==> src/rtl/iter_mult.sv <==
// rtl/iter_mult.sv - iterative shift-add multiplier, one multiplier bit per clock
// Unsigned or two's-complement per transaction; result held until the consumer takes it.
module iter_mult #(
  parameter int W1 = 3,
  parameter int W2 = 4
) (
  input  logic              clk,
  input  logic              rst,
  input  logic              in_valid,
  output logic              in_ready,
  input  logic [W1-1:0]     in_a,
  input  logic [W2-1:0]     in_b,
  input  logic              in_signed,
  output logic              out_valid,
  input  logic              out_ready,
  output logic [W1+W2-1:0]  out_p
);

  localparam int W  = W1 + W2;
  localparam int CW = (W2 > 1) ? $clog2(W2) : 1;
  localparam logic [CW-1:0] CNT_LAST = CW'(W2 - 1);

  typedef enum logic [1:0] {IDLE, BUSY, DONE} state_t;

  state_t        state, state_nxt;
  logic [W1-1:0] a_q;
  logic [W2-1:0] b_q;
  logic          sgn_q;
  logic [W-1:0]  acc;
  logic [CW-1:0] cnt;
  logic          accept;
  logic          last;
  logic [W-1:0]  a_ext;
  logic [W-1:0]  pp;
  logic [W-1:0]  acc_nxt;

  assign in_ready = !rst && ((state == IDLE) || ((state == DONE) && out_ready));
  assign accept   = in_valid && in_ready;
  assign last     = (cnt == CNT_LAST);

  // The top multiplier bit carries weight -2^(W2-1) in signed mode, hence the subtract.
  always_comb begin
    a_ext   = sgn_q ? {{W2{a_q[W1-1]}}, a_q} : {{W2{1'b0}}, a_q};
    pp      = a_ext << cnt;
    acc_nxt = acc;
    if (b_q[cnt]) begin
      acc_nxt = (sgn_q && last) ? (acc - pp) : (acc + pp);
    end
  end

  always_comb begin
    state_nxt = state;
    case (state)
      IDLE:    if (accept) state_nxt = BUSY;
      BUSY:    if (last) state_nxt = DONE;
      DONE:    if (out_ready) state_nxt = accept ? BUSY : IDLE;
      default: state_nxt = IDLE;
    endcase
  end

  always_ff @(posedge clk) begin
    if (rst) begin
      state     <= IDLE;
      out_valid <= 1'b0;
      out_p     <= '0;
      cnt       <= '0;
      acc       <= '0;
      a_q       <= '0;
      b_q       <= '0;
      sgn_q     <= 1'b0;
    end else begin
      state <= state_nxt;
      if (accept) begin
        a_q       <= in_a;
        b_q       <= in_b;
        sgn_q     <= in_signed;
        acc       <= '0;
        cnt       <= '0;
        out_valid <= 1'b0;
      end else if (state == BUSY) begin
        acc <= acc_nxt;
        cnt <= last ? '0 : (cnt + CW'(1));
        if (last) begin
          out_p     <= acc_nxt;
          out_valid <= 1'b1;
        end
      end else if ((state == DONE) && out_ready) begin
        out_valid <= 1'b0;
      end
    end
  end

endmodule
==> config.mk <==
export PLATFORM = sky130hd
export DESIGN_NAME = iter_mult
export DESIGN_NICKNAME = d
export VERILOG_FILES = /design/src/rtl/iter_mult.sv
export SDC_FILE = /design/constraint.sdc
export NUM_CORES = 1
export LEC_CHECK = 0
export CAP_MARGIN = 40
export CORE_MARGIN = 4
export CORE_UTILIZATION = 33
export CTS_BUF_LIST = sky130_fd_sc_hd__clkbuf_4 sky130_fd_sc_hd__clkbuf_8 sky130_fd_sc_hd__clkbuf_16
export DETAILED_ROUTE_END_ITERATION = 8
export RECOVER_POWER = 25
export SETUP_SLACK_MARGIN = 0.2
export SLEW_MARGIN = 20
export SYNTH_ARGS = -nofsm -noshare
export SYNTH_HDL_FRONTEND = slang
export SYNTH_SLANG_ARGS = --single-unit
==> constraint.sdc <==
create_clock -name clk -period 2.9 [get_ports clk]
set_input_delay 0.87 -clock clk [delete_from_list [all_inputs] [get_ports clk]]
set_output_delay 0.87 -clock clk [all_outputs]
set_load 0.02 [all_outputs]
After elaboration in Yosys (flattened, before gate mapping)
Index checks and enable logic that the tools add are counted.
{"block": "word_totals", "regBits": 27, "elab_cells": 46}
{"block": "op_classes", "addsub": 3, "order_cmp": 1, "eq_ne": 6, "shift": 1, "n_mux": 14, "bitwise_logic": 1, "n_reduce_logical": 12}
{"operator": "$mux 7", "n": 3}
{"operator": "$mux 2", "n": 4}
{"operator": "$add 7x7->7", "n": 1}
{"operator": "$shl 7x2->7", "n": 1}
{"operator": "$sub 7x7->7", "n": 1}
{"operator": "$ne 2x2->1 const B", "n": 3}
{"operator": "$pmux 2 s3", "n": 1}
{"operator": "$reduce_and 3->1", "n": 2}
{"operator": "$mux 1", "n": 5}
{"operator": "$eq 2x2->1 const B", "n": 2}
{"operator": "$logic_and 1x1->1", "n": 4}
{"operator": "$lt 2x3->1 const B", "n": 1}
{"operator": "$add 2x1->2 const B", "n": 1}
{"operator": "$bmux 1 s2", "n": 1}
{"operator": "$eq 2x1->1 const B", "n": 1}
{"operator": "$logic_not 2->1", "n": 1}
{"operator": "$reduce_and 2->1", "n": 1}
{"operator": "$reduce_bool 2->1", "n": 1}
{"operator": "$reduce_or 2->1", "n": 1}
{"operator": "$logic_not 1->1", "n": 1}
{"operator": "$logic_or 1x1->1", "n": 1}
{"operator": "$not 1->1", "n": 1}

Depth between registers and ports, before layout
{"block": "depth", "word_depth": 8, "depth_mapped": 13, "depth_no_buf": 12}

Worst setup path before layout
Ideal clock, no wire load.
{"block": "synth_timing", "path_kind": "reg2reg", "from": "register cnt[0]", "to": "register out_p[6]", "setup_time_ns": 0.088, "arrival_ns": 2.873, "required_time_ns": 2.812, "path_slack_ns": -0.061, "stages_incl_launch_ff": 14, "cell_sequence": "dfxtp_1 > buf_6 > mux2_2 > nand2_1 > ha_1 > nor2_1 > xor2_1 > ha_1 > a211oi_1 > o21bai_1 > a21oi_1 > nor3_1 > or4_1 > a311oi_2"}
{"block": "synth_between", "elab_chain_cells": 4, "word_cells_on_any_way": 10, "cone_classes": "2 x add/sub; 1 x eq/ne; 1 x shift; 4 x mux; 2 x reduce/logical"}
{"item": "start: declaration", "line_no": "30", "source": "logic [CW-1:0] cnt;"}
{"item": "start signal: assignment", "line_no": "82", "source": "cnt <= last ? '0 : (cnt + CW'(1));"}
{"item": "$shl 7x2->7 / $eq 2x2->1 (equally long branches)", "line_no": "44, 39"}
{"item": "$add 7x7->7, or another cell as far along", "line_no": "47", "source": "acc_nxt = (sgn_q && last) ? (acc - pp) : (acc + pp);"}
{"item": "$mux 7", "line_no": "47"}
{"item": "$mux 7", "line_no": "46", "source": "if (b_q[cnt]) begin"}
{"item": "end signal: assignment", "line_no": "84", "source": "out_p <= acc_nxt;"}
{"item": "end: declaration", "line_no": "16", "source": "output logic [W1+W2-1:0] out_p"}
Several ways; a longest one is shown, not always the timed one. The select of a mux whose other input is x is not followed.
A chain may end at the register's enable or synchronous reset.

Final worst setup path
Same ends and word-level chain as after synthesis.

==> flow_summary.toml <==
[final_layout]
antenna_cells = 0
drive_gt1_share_pct = 20.5
final_nets = 251
fin_area_um2 = 2140
final.fill_count = 497
stdcell_count = 296
area_growth_pct = 31.2

[setup_path]
worstReg2RegStart = "cnt[0]$_SDFFE_PP0P_"
cp_data_required_time_ns = 3.09
end_kind = "flip-flop"
ff2ff_setup_slack_ns = 0.12
path_class = "flip-flop to flip-flop"
r2r-end = "out_p[6]$_SDFFE_PP0P_"
crit_arrival_ns = 2.98
reg2regPathDepth = 12
path_max_fanout = 7
cp-startpoint = "cnt[0]$_SDFFE_PP0P_"
setup.worst_path.start_class = "flip-flop"

[die]
dieWidth_um = 78.3
fp.dieH_um = 78.3
placementRows = 25
design.core.area_um2 = 4750
pin_count = 21
dieArea_um2 = 6130
start_util_pct = 34.3

[min_path]
min-delay-start = "out_p[0]$_SDFFE_PP0P_"
whs_path_depth = 2
hold_path.class = "flip-flop to flip-flop"
hold_path_end = "out_p[0]$_SDFFE_PP0P_"

[global_routing]
antenna_found_initial = 0
grt_pass1_wl_um = 5950
grt.total_usage_pct = 11.8
grt_pass1_vias = 1270
grt_max_degree = 19
grt-ovfl-total = 0

[clock_tree]
cts_tree = "yes"
cts.hold.buffers_added = 0
cts_root_buffer = "clkbuf_8"
clk_path_buf_depth = 2
htreeDepth = 1
clkLatencyLatePin_ns = 0.27
clkTransAtPathRegs_ns = 0.10
cts_sinks = 27
cts_made_buffers = 3

[yosys]
ys_async_sr_fraction_pct = 0
synth_edf_count = 0
synth.largest_area_cell = "dfxtp_1"
ys_ff_latch = 27
synth_fp_nets = 217
syn-cell-area_um2 = 1630
ys.warnings.count = 0
synth_area_leaders = "dfxtp_1 33%, nand2_1 6.7%, ha_1 6.1%"
synth_cell_types = 39
yosysSeqAreaShare_pct = 33.2
postSynthAreaPerCell_um2 = 8.32
synth_top_area_share_pct = 33.2
syn_inst = 196
ys.flop_type = "dfxtp_1"

[place]
place.gp.congestion = 0.805
placed_cells = 286
pre_cts_ws_ns = -0.317
port_buffers = 20
placed_area_um2 = 2000
dpl.hpwl_um = 2700

[route]
vias = 1413
ant_nets = 0
routed_wl_um = 3560
dr.pass1.iters = 4
drcViolationCount = 0
drt_iter0_drc = 49
wl_per_cell_um = 12.0
viasPerCell = 4.77

[power]
cellPowerDensity_nw_per_um2 = 435
finalPower_uw = 929
ir_worst_vdd_mv = 0.219
leakage_uw = 0.000802

[timing]
finalClockSkew_ns = 0.0121
finalCriticalPeriod_ns = 2.78
finalSetupViolations = 0
hold_viol_final = 0
tightest_slew_ns = 0.730
relSlewSlack_pct = 51.3
drv_slew = 0
period_share_pct = 96.0
rsz0062_at_grt = "yes"
fmax_mhz = 359
setup_ws_ns = 0.116
fin_hold_ws_ns = 0.459

[job]
drv_cap = 0

[status]
status = "finished clean"
-- layer usage --
metal	up-vias	wire length [um]	track usage, %
met2	23	1700	20.4
met5	-	0	0
met3	4	107	2.75
met4	0	34	1.05
met1	629	1720	15.4
li1	757	-	-
-- logic make-up (layout without fill, tap and decap cells) --
kind of cell / count (synthesis) / in the layout / share of synthesized area, %
muxes: 8 / 8 / 6.14
DFF: 27 / 27 / 33.2
AOI/OAI and AO/OA: 52 / 52 / 22.3
adders and majority gates: 9 / 9 / 7.37
xor gates and xnor gates: 6 / 6 / 3.22
and+or+nand+nor: 77 / 77 / 22.9
buffers and inverters: 17 / 50 / 4.91
-- state kept, by name, summed over array words and instances (netlist names) --
signal,flops
state,2
a_q,3
acc,7
cnt,2
out_valid,1
out_p,7
sgn_q,1
b_q,4
-- synthesized netlist by cell type (all sizes together) (2+ instances only) --
cell	instances
nor2b	3
a31oi	3
nand3b	10
dfxtp	27
xor2	3
buf	3
mux2	3
ha	8
inv	8
or4	2
nand2	29
o22a	2
o21ai	5
a211oi	7
nor2	19
nand2b	6
xnor2	3
and2	3
o31ai	5
mux2i	4
clkbuf	6
nor3	3
a21oi	19
o21a	3
-- through the flow --
stage	TNS [ns]	utilization [%]
after floorplan	0	-
after global placement	-0.246	42.1
after detailed placement	-0.317	42.1
after CTS	0	44.2
after global routing	0	45.0
final	0	45.0
-- cells in the final DEF (no fill, tap or decap), types with 2 or more instances in the layout --
cell type and n:
o21a_1 3, nand2b_1 6, nand3b_1 10, nor2b_1 2, nand2_1 28, nor2_1 18
and2_1 3, o21ai_0 3, xor2_1 3, xnor2_1 3, clkbuf_8 3, a21oi_2 2
o21ai_1 2, mux2_4 2, ha_2 2, ha_1 5, dfxtp_4 2, buf_6 2
inv_1 7, clkdlybuf4s50_1 17, o31ai_1 5, dfxtp_1 24, a21oi_1 17, a211oi_1 6
buf_4 16, mux2i_1 4, a31oi_1 2
-- worst max-delay path by stage --
stage               slack [ns]                    end
floorplan                 0.15  out_p[6]$_SDFFE_PP0P_
global placement         -0.25               in_ready
detailed placement       -0.32               in_ready
CTS                       0.13  out_p[6]$_SDFFE_PP0P_
global route             0.004  out_p[6]$_SDFFE_PP0P_
finish                    0.12  out_p[6]$_SDFFE_PP0P_
-- power by group --
group | switching (uW) | leakage [uW] | internal (uW)
Combinational | 155 | 0.000555 | 164
Sequential | 14.2 | 0.000222 | 384
Clock | 117 | 0.0000255 | 96.2
Total | 286 | 0.000802 | 644
-- final cells by class --
class / instances / area (um^2) / area share, %
Sequential cell: 27 / 549 / 25.7
Multi-Input combinational cell: 152 / 1090 / 50.8
Tap cell: 67 / 83.8 / 3.92
Inverter: 8 / 32.5 / 1.52
Clock buffer: 3 / 41.3 / 1.93
Timing Repair Buffer: 38 / 339 / 15.9
Clock inverter: 1 / 5.00 / 0.234
-- worst max-delay path: stages, from the launching register on --
cell and delay (ns):
dfxtp_4 0.40, mux2_4 0.32, nand2_4 0.07, ha_4 0.14
nor2_2 0.04, xor2_1 0.16, ha_1 0.31, a211oi_2 0.23
o21bai_1 0.11, a21oi_2 0.22, nor3_4 0.07, or4_4 0.42
a311oi_2 0.23
-- what timing repair did --
item | 4_1_cts | 5_1_grt
pin swaps | 9 | 8
setup endpoints to repair | 7 | 8
buffers inserted | 3 | 3
resized for setup | 16 | 10
(Power assumes the default switching activity.)
